### config.mk
export PLATFORM = sky130hd
export DESIGN_NAME = wb_cmd_master
export DESIGN_NICKNAME = d
export VERILOG_FILES = /design/src/rtl/wb_cmd_master.sv
export SDC_FILE = /design/constraint.sdc
export NUM_CORES = 1
export LEC_CHECK = 0
export CAP_MARGIN = 20
export CORE_MARGIN = 5
export CORE_UTILIZATION = 36
export CTS_BUF_LIST = sky130_fd_sc_hd__clkbuf_8 sky130_fd_sc_hd__clkbuf_16
export DETAILED_ROUTE_END_ITERATION = 7
export MAX_ROUTING_LAYER = met4
export PLACE_DENSITY = 0.58
export REMOVE_ABC_BUFFERS = 1
export SLEW_MARGIN = 20
export SYNTH_ARGS = -nofsm -noshare
export SYNTH_HDL_FRONTEND = slang
export SYNTH_SLANG_ARGS = --single-unit
export TNS_END_PERCENT = 30
### constraint.sdc
create_clock -name clk_100MHz -period 4.1 [get_ports clk_100MHz]
set_input_delay 0.41 -clock clk_100MHz [delete_from_list [all_inputs] [get_ports clk_100MHz]]
set_output_delay 0.41 -clock clk_100MHz [all_outputs]
set_load 0.02 [all_outputs]
### src/rtl/wb_cmd_master.sv
// Wishbone classic-cycle master: replays queued {we, adr, dat, sel} commands as single-beat bus
// cycles and reports each completion. Define WB_MASTER_TIMEOUT_EN to build the ack timeout abort.
module wb_cmd_master #(
    parameter int unsigned FIFO_DEPTH     = 4,
    parameter int unsigned TIMEOUT_CYCLES = 64
) (
    input  logic        clk_100MHz,
    input  logic        reset_n,
    input  logic        cmd_valid,
    output logic        cmd_ready,
    input  logic        cmd_we,
    input  logic [26:0] cmd_adr,
    input  logic [31:0] cmd_dat,
    input  logic [3:0]  cmd_sel,
    output logic        rsp_valid,
    output logic [31:0] rsp_dat,
    output logic        rsp_err,
    output logic        busy,
    output logic        wb_cyc_o,
    output logic        wb_stb_o,
    output logic        wb_we_o,
    output logic [3:0]  wb_sel_o,
    output logic [26:0] wb_adr_o,
    output logic [31:0] wb_dat_o,
    input  logic [31:0] wb_dat_i,
    input  logic        wb_ack_i
);
    localparam int unsigned PtrW = $clog2(FIFO_DEPTH);

    typedef logic [PtrW:0] ptr_t;

    typedef struct packed {
        logic        we;
        logic [26:0] adr;
        logic [31:0] dat;
        logic [3:0]  sel;
    } cmd_t;

    typedef enum logic [1:0] {StIdle, StActive, StGap} state_t;

    state_t state;
    cmd_t   fifo_mem [FIFO_DEPTH];
    cmd_t   head;
    ptr_t   wr_ptr;
    ptr_t   rd_ptr;
    logic   fifo_empty;
    logic   fifo_full;
    logic   push;

    assign fifo_empty = (wr_ptr == rd_ptr);
    assign fifo_full  = (wr_ptr[PtrW] != rd_ptr[PtrW]) &&
                        (wr_ptr[PtrW-1:0] == rd_ptr[PtrW-1:0]);
    assign push       = cmd_valid && !fifo_full;
    assign head       = fifo_mem[rd_ptr[PtrW-1:0]];

    assign cmd_ready  = !fifo_full;
    assign busy       = !fifo_empty || (state == StActive);

    always_ff @(posedge clk_100MHz) begin
        if (!reset_n) begin
            wr_ptr <= '0;
        end else if (push) begin
            wr_ptr <= wr_ptr + ptr_t'(1);
        end
    end

    always_ff @(posedge clk_100MHz) begin
        if (push) begin
            fifo_mem[wr_ptr[PtrW-1:0]] <= {cmd_we, cmd_adr, cmd_dat, cmd_sel};
        end
    end

`ifdef WB_MASTER_TIMEOUT_EN
    localparam int unsigned TmoW = $clog2(TIMEOUT_CYCLES + 1);
    // Abort on the edge where the count would reach TIMEOUT_CYCLES, so cyc is high that many cycles.
    localparam logic [TmoW-1:0] TmoLast = TmoW'(TIMEOUT_CYCLES - 1);

    logic [TmoW-1:0] tmo_cnt;
`else
    logic unused_timeout_cfg;
    assign unused_timeout_cfg = ^TIMEOUT_CYCLES;
`endif

    always_ff @(posedge clk_100MHz) begin
        if (!reset_n) begin
            state     <= StIdle;
            rd_ptr    <= '0;
            wb_cyc_o  <= 1'b0;
            wb_stb_o  <= 1'b0;
            wb_we_o   <= 1'b0;
            wb_sel_o  <= '0;
            wb_adr_o  <= '0;
            wb_dat_o  <= '0;
            rsp_valid <= 1'b0;
            rsp_err   <= 1'b0;
            rsp_dat   <= '0;
`ifdef WB_MASTER_TIMEOUT_EN
            tmo_cnt   <= '0;
`endif
        end else begin
            rsp_valid <= 1'b0;
            rsp_err   <= 1'b0;
            case (state)
                StIdle: begin
                    if (!fifo_empty) begin
                        wb_we_o  <= head.we;
                        wb_adr_o <= head.adr;
                        wb_dat_o <= head.dat;
                        wb_sel_o <= head.sel;
                        wb_cyc_o <= 1'b1;
                        wb_stb_o <= 1'b1;
                        rd_ptr   <= rd_ptr + ptr_t'(1);
                        state    <= StActive;
`ifdef WB_MASTER_TIMEOUT_EN
                        tmo_cnt  <= '0;
`endif
                    end
                end
                StActive: begin
                    // ack has priority over a timeout landing on the same edge
                    if (wb_ack_i) begin
                        if (!wb_we_o) begin
                            rsp_dat <= wb_dat_i;
                        end
                        wb_cyc_o  <= 1'b0;
                        wb_stb_o  <= 1'b0;
                        rsp_valid <= 1'b1;
                        state     <= StGap;
                    end
`ifdef WB_MASTER_TIMEOUT_EN
                    else if (tmo_cnt == TmoLast) begin
                        wb_cyc_o  <= 1'b0;
                        wb_stb_o  <= 1'b0;
                        rsp_valid <= 1'b1;
                        rsp_err   <= 1'b1;
                        state     <= StGap;
                    end else begin
                        tmo_cnt <= tmo_cnt + TmoW'(1);
                    end
`endif
                end
                // One idle cycle lets a lingering slave ack drain and the slave re-phase on cyc low.
                StGap: state <= StIdle;
                default: state <= StIdle;
            endcase
        end
    end

endmodule

==> results of run 1 <==
==> final cells by class <==
cell class	instances	area, sq um	area share (%)
Sequential cell	362	9820	56.3
Timing Repair Buffer	214	2130	12.2
Antenna cell	6	15.0	0.0861
Inverter	6	22.5	0.129
Clock buffer	45	1070	6.13
Tap cell	511	639	3.67
Multi-Input combinational cell	401	3450	19.8
Clock inverter	28	293	1.68
==> synthesized netlist by cell type, drive strengths merged (2+ instances only) <==
cell / n
a21boi: 33
a31oi: 2
and2: 4
buf: 23
clkbuf: 30
dfxtp: 106
edfxtp: 256
ha: 5
inv: 6
mux2i: 69
mux4: 64
nand2: 202
nand2b: 2
nor3b: 2
o211ai: 2
xnor2: 3
==> through the flow <==
stage	area, sq um	util [%]	worst slack (ns)
final	17400	46.6	1.27
after global routing	17400	46.6	1.02
after CTS	17400	46.6	1.15
after detailed placement	16100	42.9	1.09
after global placement	16100	42.9	1.11
after floorplan	13300	-	-1.95
==> cell families after synthesis <==
logic type,after synthesis
XOR/XNOR,4
buffers and inverters,59
AO/OA/AOI/OAI,41
multiplexers,133
other,1
AND/OR/NAND/NOR,217
adder cells (fa/ha/maj),5
flip-flops,362
==> sequential cells by signal, summed over array words and instances, names as in the netlist <==
signal,count
wb_stb_o,1
wb_we_o,1
wr_ptr,3
fifo_mem,256
wb_sel_o,4
wb_dat_o,32
rsp_valid,1
rsp_dat,32
state,2
rd_ptr,3
wb_adr_o,27
==> power groups by stage <==
stage	Clock, mW	Combinational, mW	Sequential, mW
2_1_floorplan	0	1.47	5.35
3_3_place_gp	0	3.30	4.82
3_5_place_dp	0	3.31	4.83
4_1_cts	3.73	3.32	4.76
5_1_grt	3.90	3.47	4.82
6_report	3.62	3.23	4.74
==> worst max-delay path, stage by stage, from the launching register on <==
cell and delay, ns:
dfxtp_4 0.65, xnor2_2 0.21, a31oi_1 0.54, and2_4 0.72, buf_4 0.38
==> metal layers <==
metal	track usage, %	vias to the layer above	routed length (um)
met5	-	-	0
met4	3.01	0	433
met3	3.78	35	2030
met2	22.6	207	13700
met1	19.0	3630	13100
li1	-	3462	-
==> layout by cell type, fill, tap and decap left out, types with 2 or more instances in the layout <==
| cell type | count |
|---|---|
| buf_12 | 2 |
| ha_1 | 5 |
| clkinvlp_4 | 3 |
| clkbuf_16 | 40 |
| clkinv_1 | 2 |
| edfxtp_1 | 256 |
| nand2b_1 | 2 |
| clkbuf_8 | 5 |
| a21boi_0 | 28 |
| mux4_2 | 64 |
| a21boi_1 | 5 |
| clkinv_2 | 6 |
| nand2_1 | 202 |
| xnor2_1 | 2 |
| mux2i_1 | 69 |
| bufinv_16 | 5 |
| a31oi_1 | 2 |
| dfxtp_4 | 2 |
| inv_1 | 12 |
| and2_4 | 4 |
| dfxtp_1 | 104 |
| clkdlybuf4s50_1 | 199 |
| inv_6 | 3 |
| nor3b_1 | 2 |
| buf_4 | 12 |
| o211ai_1 | 2 |
| diode_2 | 6 |
==> worst paths after layout <==
path,from,endpoint,slack (ns),depth (start not counted)
setup / recovery,rd_ptr[0],fifo_mem[2][54],1.27,4
hold / removal,wb_dat_i[4],rsp_dat[4],0.44,3
setup reg to reg,rd_ptr[0],fifo_mem[2][54],1.27,4
hold reg to reg,rsp_dat[6],rsp_dat[6],0.45,2
==> impl_metrics.py, run 1 <==
metrics = {
    "floorplan": {
        "fp.dieW_um": 204,
        "fp.dieH_um": 204,
        "core_sq_mm": 0.0374,
        "initial_core_util_pct": 36.1,
        "num_rows": 71,
        "io_pins": 202,
        "die-area_sq_mm": 0.0415,
    },
    "sta": {
        "finalCriticalPeriod_ns": 2.83,
        "fmax_mhz": 354,
        "post-route-period-util_pct": 69.0,
        "worst_pin_slew_ns": 1.02,
        "rsz0062_at_grt": "no",
        "maxSlewViolCount": 0,
        "relSlewSlack_pct": 32.0,
        "fin_worst_skew_ns": 0.0169,
        "hold_viol": 0,
        "setup_viol": 0,
        "hold-worst-slack_ns": 0.440,
        "tns_ns": 0,
    },
    "pwr": {
        "intPower_mw": 8.24,
        "leakage_nw": 6.03,
        "switchingPower_mw": 3.36,
        "combPwrFrac_pct": 27.9,
        "p_per_area_mw_per_mm2": 665,
        "clock_power_share_pct": 31.2,
        "power_mw": 11.6,
        "vdd_drop_max_mv": 0.375,
        "switching_share_pct": 29.0,
        "power_frac_seq_pct": 40.9,
    },
    "synth": {
        "synth_top_area_share_pct": 56.9,
        "synth-simple-area-share_pct": 6.45,
        "synth_ff_type": "edfxtp_1",
        "ys_ff_latch": 362,
        "synth-xor-area-share_pct": 0.315,
        "synthAdderAreaFrac_pct": 0.463,
        "async_flop_share_pct": 0,
        "netlist_area_sq_mm": 0.0135,
        "synth_compound_area_share_pct": 2.30,
        "synth.mux.area_fraction_pct": 15.8,
        "synthTopCellsByArea": "edfxtp_1 (57%), dfxtp_1 (16%), mux4_2 (11%)",
        "syn_area_per_cell_sq_um": 16.4,
        "synthCells": 822,
        "yosysWarnings": 0,
        "synth_top_cell_by_area": "edfxtp_1",
        "seq_area_frac_synth_pct": 72.6,
        "yosys.cell_types.count": 34,
        "synth-edff-count": 256,
        "synth_top_family_by_area": "multiplexers",
    },
    "grt": {
        "antenna_found_initial": 5,
        "grt_util_all_layers_pct": 14.3,
        "grt_max_degree": 118,
        "grt-ovfl-total": 0,
        "grt_pass1_wl_mm": 45.4,
        "grt_pass1_vias": 7536,
    },
    "cts": {
        "postCtsResizedCells": 0,
        "cts_inserted_buffers": 40,
        "cts-root-buf": "clkbuf_16",
        "cts_hold_buf": 0,
        "clock-sinks": 362,
        "clkLatencyLatePin_ns": 0.52,
        "htree_levels": 2,
        "cts.reportedPaths.clkPinSlew_ns": 0.06,
        "post-cts-setup-buffers": 0,
        "cts_tree": "built",
        "clk_path_buf_depth": 3,
    },
    "drt": {
        "drc": 0,
        "vias": 7334,
        "detail_route.iter0.violations": 355,
        "drt_pass1_iterations": 4,
        "post_drt_via_cell_ratio": 4.66,
        "totalWireLength_mm": 29.3,
        "drtAntennaViolNets": 0,
        "wl_per_cell_um": 18.6,
    },
    "worst_setup_path": {
        "critPathRequiredTime_ns": 4.30,
        "cp-start-kind": "flop",
        "cp_max_fo": 40,
        "cp.arrival_ns": 3.03,
        "path_class": "flop to flop",
        "critPathCaptureType": "flop",
    },
    "worst_hold_path": {
        "hp-class": "primary input to flop",
    },
    "status": {
        "status": "complete, no violations",
    },
    "place": {
        "place_hpwl_mm": 18.1,
        "port_buffers": 200,
        "placed_cells": 1494,
        "gp_congestion": 0.715,
    },
    "run": {
        "cap_violations": 0,
    },
    "cells_and_area": {
        "finalNetCount": 1130,
        "syn2layout_area_growth_pct": 29.1,
        "num-fill-cells": 3257,
        "drive_gt1_share_pct": 14.7,
        "instances_no_fill": 1573,
    },
}
Note: power is estimated with default switching activity, not from simulation.
==> run 2: changes to the inputs <==
==> constraint.sdc (replaced) <==
create_clock -name clk_100MHz -period 2.9 [get_ports clk_100MHz]
set_input_delay 0.29 -clock clk_100MHz [delete_from_list [all_inputs] [get_ports clk_100MHz]]
set_output_delay 0.29 -clock clk_100MHz [all_outputs]
set_load 0.02 [all_outputs]
==> run 2 against run 1 <==
Against the previous run:
- worst hold slack lost 0.25 ns
- critical path depth fell by 1
- largest cell class unchanged
- total power rose by 43%
- flip-flop and latch count is the same
- core utilization up 0.44 points
- clock-buffer cell count is 2 lower
==> impl_metrics.py, run 2 (synthesis results as in run 1) <==
metrics = {
    "status": {
        "status": "complete, no violations",
    },
    "pwr": {
        "power_mw": 16.6,
        "p_per_area_mw_per_mm2": 942,
        "leakage_nw": 6.09,
        "vdd_drop_max_mv": 0.666,
    },
    "cts": {
        "cts.reportedPaths.clkPinSlew_ns": 0.05,
        "cts-root-buf": "clkbuf_16",
        "clock-sinks": 362,
        "cts_inserted_buffers": 40,
        "clk_path_buf_depth": 3,
        "cts_tree": "built",
        "postCtsResizedCells": 0,
        "post-cts-setup-buffers": 0,
        "htree_levels": 2,
        "cts_hold_buf": 0,
        "clkLatencyLatePin_ns": 0.52,
    },
    "floorplan": {
        "fp.dieW_um": 204,
        "io_pins": 202,
        "initial_core_util_pct": 36.1,
        "core_sq_mm": 0.0374,
        "die-area_sq_mm": 0.0415,
        "fp.dieH_um": 204,
        "num_rows": 71,
    },
    "drt": {
        "wl_per_cell_um": 18.7,
        "drc": 0,
        "drtAntennaViolNets": 0,
        "totalWireLength_mm": 29.4,
        "post_drt_via_cell_ratio": 4.70,
        "vias": 7416,
        "drt_pass1_iterations": 4,
        "detail_route.iter0.violations": 398,
    },
    "worst_setup_path": {
        "critPathRequiredTime_ns": 2.61,
        "path_class": "flop to output port",
        "cp.arrival_ns": 2.17,
        "cp_max_fo": 7,
        "cp-start-kind": "flop",
        "critPathCaptureType": "output port",
    },
    "cells_and_area": {
        "final_core_util_pct": 47.1,
        "final_common_cell": "edfxtp_1",
        "largest_register_ffs": 256,
        "instances_no_fill": 1577,
        "layout_common_cells": "edfxtp_1 (256), nand2_1 (202), clkdlybuf4s50_1 (199)",
        "finalNetCount": 1135,
        "syn2layout_area_growth_pct": 30.3,
        "fin_area_sq_mm": 0.0176,
        "drive_gt1_share_pct": 14.9,
    },
    "sta": {
        "rsz0062_at_grt": "no",
        "finalCriticalPeriod_ns": 2.46,
        "post-route-period-util_pct": 84.7,
        "worst_pin_slew_ns": 1.02,
        "maxSlewViolCount": 0,
        "fmax_mhz": 407,
        "hold_viol": 0,
        "setup_viol": 0,
        "fin_worst_skew_ns": 0.0120,
        "relSlewSlack_pct": 31.9,
    },
    "place": {
        "place_hpwl_mm": 18.3,
        "placed_cells": 1499,
        "port_buffers": 200,
        "gp_congestion": 0.691,
        "place_area_sq_mm": 0.0162,
    },
    "worst_hold_path": {
        "hp-class": "primary input to flop",
    },
    "run": {
        "cap_violations": 0,
    },
    "grt": {
        "antenna_found_initial": 4,
        "grt-ovfl-total": 0,
        "grt_pass1_vias": 7595,
        "grt_pass1_wl_mm": 45.4,
        "grt_util_all_layers_pct": 14.4,
        "grt_max_degree": 68,
    },
}
run 2: changes by cell type in the layout (fill, tap and decap cells not counted), sizes merged:
cell	before	now
clkbuf	45	43
buf	15	20
inv	17	13
diode	6	4
bufinv	5	7
clkinv	9	14
run 2: worst paths after layout:
path                   start               to  slack [ns]  cells after the start
setup / recovery   wr_ptr[1]        cmd_ready        0.44                      3
hold / removal       reset_n      rsp_dat[11]        0.19                      2
setup reg to reg   wr_ptr[1]  fifo_mem[2][42]        0.86                      5
hold reg to reg   rsp_dat[1]       rsp_dat[1]        0.45                      2
run 2: metal layers:
layer | vias to the layer above | part of all wire (%) | track usage, % | routed length [um]
met1 | 3679 | 45 | 19.2 | 13300
met2 | 218 | 46 | 22.3 | 13500
met4 | 0 | 1.6 | 3.04 | 465
met3 | 38 | 7.4 | 3.90 | 2170
li1 | 3481 | - | - | -
met5 | - | 0 | - | 0
run 2: area by class of cell:
cell class,instances,area (sq um)
antenna,4,10.0
inverter,6,22.5
timing repair buffer,219,2270
multi-input combinational,401,3450
clock buffer,43,1050
sequential,362,9820
fill,3255,19800
tap,511,639
clock inverter,31,340
run 2: power by group:
part           total [mW]  switching, mW  internal [mW]  leakage [nW]
clock                5.24           1.98           3.25         0.696
combinational        4.66           2.39           2.27          2.18
sequential           6.68          0.388           6.29          3.22
total                16.6           4.77           11.8          6.09
run 2: worst max-delay path: stages, from the launching register on:
cell             delay (ns)
dfxtp_1                0.37
xnor2_1                0.45
nand3_1                0.21
clkdlybuf4s50_1        0.61
run 2: metrics by stage:
step | worst slack [ns] | hold WS [ns] | TNS, ns
after floorplan | -3.15 | 0.389 | -927.62
after global placement | 0.598 | 0.442 | 0
after detailed placement | 0.642 | 0.445 | 0
after CTS | 0.412 | 0.176 | 0
after global routing | 0.297 | 0.201 | 0
final | 0.444 | 0.194 | 0
==> run 3: changes to the inputs <==
--- a/config.mk
+++ b/config.mk
@@ -11,7 +11,7 @@
 export CTS_BUF_LIST = sky130_fd_sc_hd__clkbuf_8 sky130_fd_sc_hd__clkbuf_16
 export DETAILED_ROUTE_END_ITERATION = 7
 export MAX_ROUTING_LAYER = met4
-export PLACE_DENSITY = 0.58
+export PLACE_DENSITY = 0.6
 export REMOVE_ABC_BUFFERS = 1
 export SLEW_MARGIN = 20
 export SYNTH_ARGS = -nofsm -noshare
==> constraint.sdc (replaced) <==
create_clock -name clk_100MHz -period 2.1 [get_ports clk_100MHz]
set_input_delay 0.21 -clock clk_100MHz [delete_from_list [all_inputs] [get_ports clk_100MHz]]
set_output_delay 0.21 -clock clk_100MHz [all_outputs]
set_load 0.02 [all_outputs]
==> run 3 against run 2 <==
Against the previous run:
- die area is the same
- non-clock buffer count grew 8
- worst hold slack worse by 0.041 ns
- highest routed layer unchanged
==> impl_metrics.py, run 3 (synthesis results as in run 1) <==
metrics = {
    "status": {
        "status": "complete, no violations",
    },
    "cells_and_area": {
        "final_common_cell": "edfxtp_1",
        "instances_no_fill": 1586,
        "syn2layout_area_growth_pct": 30.7,
        "largest_register_ffs": 256,
        "layout_common_cells": "edfxtp_1 (256), nand2_1 (202), clkdlybuf4s50_1 (197)",
        "num-fill-cells": 3215,
        "drive_gt1_share_pct": 15.5,
        "finalNetCount": 1143,
    },
    "drt": {
        "drtAntennaViolNets": 0,
        "wl_per_cell_um": 18.4,
        "post_drt_via_cell_ratio": 4.66,
        "totalWireLength_mm": 29.2,
        "drt_pass1_iterations": 4,
        "detail_route.iter0.violations": 251,
        "drc": 0,
        "vias": 7389,
    },
    "cts": {
        "cts_hold_buf": 0,
        "cts_tree": "built",
        "cts_inserted_buffers": 40,
        "cts.reportedPaths.clkPinSlew_ns": 0.06,
        "clock-sinks": 362,
        "post-cts-setup-buffers": 0,
        "cts-root-buf": "clkbuf_16",
        "clkLatencyLatePin_ns": 0.53,
        "clk_path_buf_depth": 3,
        "htree_levels": 2,
    },
    "floorplan": {
        "initial_core_util_pct": 36.1,
        "fp.dieW_um": 204,
        "num_rows": 71,
        "die-area_sq_mm": 0.0415,
        "fp.dieH_um": 204,
        "io_pins": 202,
        "core_sq_mm": 0.0374,
    },
    "place": {
        "placed_cells": 1507,
        "gp_congestion": 0.715,
        "place_hpwl_mm": 18.8,
        "port_buffers": 200,
    },
    "grt": {
        "grt_util_all_layers_pct": 14.3,
        "grt_max_degree": 67,
        "grt_pass1_vias": 7675,
        "grt_pass1_wl_mm": 45.5,
        "grt-ovfl-total": 0,
        "antenna_found_initial": 4,
    },
    "sta": {
        "rsz0062_at_grt": "no",
        "relSlewSlack_pct": 65.3,
        "post-route-period-util_pct": 95.5,
        "hold_viol": 0,
        "fmax_mhz": 499,
        "worst_pin_slew_ns": 0.521,
        "hold-worst-slack_ns": 0.153,
        "maxSlewViolCount": 0,
        "finalCriticalPeriod_ns": 2.01,
        "setup_viol": 0,
        "fin_worst_skew_ns": 0.0190,
    },
    "worst_setup_path": {
        "path_class": "flop to output port",
        "cp.arrival_ns": 1.80,
        "cp_cell_sequence": "xnor2_1, o2111ai_1, dlygate4sd2_1",
        "cpPeakStageDelay_ns": 0.39,
        "critPathSlowestCell": "dlygate4sd2_1",
        "cp_max_fo": 5,
        "critPathRequiredTime_ns": 1.89,
        "critPathCaptureType": "output port",
        "cp-start-kind": "flop",
    },
    "run": {
        "cap_violations": 0,
    },
    "pwr": {
        "p_per_area_mw_per_mm2": 1270,
        "leakage_nw": 6.13,
        "vdd_drop_max_mv": 0.951,
    },
    "worst_hold_path": {
        "hp-class": "primary input to flop",
    },
}
run 3: cell types whose count changed in the layout (fill, tap and decap cells not counted), sizes merged:
cell	before	now
dlygate4sd2	0	1
clkinv	14	12
inv	13	19
dlymetal6s2s	0	1
clkbuf	43	42
bufinv	7	3
clkdlybuf4s50	199	197
diode	4	5
buf	20	28
clkinvlp	3	4
run 3: path summary, 6_finish.rpt:
check              from         endpoint  slack (ns)  depth (start not counted)
max           wr_ptr[2]             busy        0.09                          3
max reg2reg   wr_ptr[0]  fifo_mem[0][51]        0.24                          5
min             reset_n      rsp_dat[12]        0.15                          2
min reg2reg  rsp_dat[3]       rsp_dat[3]        0.45                          2
run 3: layout make-up:
| type | instances | area [sq um] | area share (%) |
|---|---|---|---|
| Inverter | 6 | 22.5 | 0.128 |
| Clock buffer | 42 | 1030 | 5.82 |
| Timing Repair Buffer | 227 | 2410 | 13.6 |
| Antenna cell | 5 | 12.5 | 0.0708 |
| Sequential cell | 362 | 9820 | 55.6 |
| Clock inverter | 32 | 265 | 1.50 |
| Multi-Input combinational cell | 401 | 3470 | 19.6 |
| Tap cell | 511 | 639 | 3.62 |
run 3: where the power goes:
| group | leakage, nW | internal (mW) | switching [mW] |
|---|---|---|---|
| registers | 3.22 | 8.69 | 0.530 |
| clock network | 0.665 | 3.95 | 2.77 |
| logic | 2.24 | 3.19 | 3.29 |
| total | 6.13 | 15.8 | 6.59 |
run 3: repair_timing:
| item | in CTS | in global routing |
|---|---|---|
| resized for setup | 2 | 3 |
| endpoints found under the setup margin | 2 | 2 |
| cloned | 0 | 0 |
run 3: layer usage:
metal	vias to the layer above	part of all wire [%]	GRT usage, %
li1	3478	-	-
met1	3651	44	18.7
met2	221	47	22.7
met3	39	7.4	3.78
met4	0	1.6	3.23
met5	-	0	-
run 3: critical path, delay by kind of cell, from the launching register on:
kind                      cells  cell delay, ns
buffers and inverters         1            0.39
DFF                           1            0.36
xor gates and xnor gates      1            0.33
AOI/OAI and AO/OA             1            0.20
run 3: stage by stage:
stage / area (sq um) / utilization (%) / setup slack (ns) / setup TNS (ns) / total power, mW
2_1_floorplan: 13300 / - / -3.95 / -1217.06 / 12.2
6_report: 17700 / 47.2 / 0.0946 / 0 / 22.4
3_3_place_gp: 16300 / 43.7 / 0.0359 / 0 / 15.9
3_5_place_dp: 16300 / 43.7 / 0.0490 / 0 / 16.0
4_1_cts: 17600 / 47.1 / -0.141 / -0.141 / 22.8
5_1_grt: 17700 / 47.2 / 0.0265 / 0 / 23.6
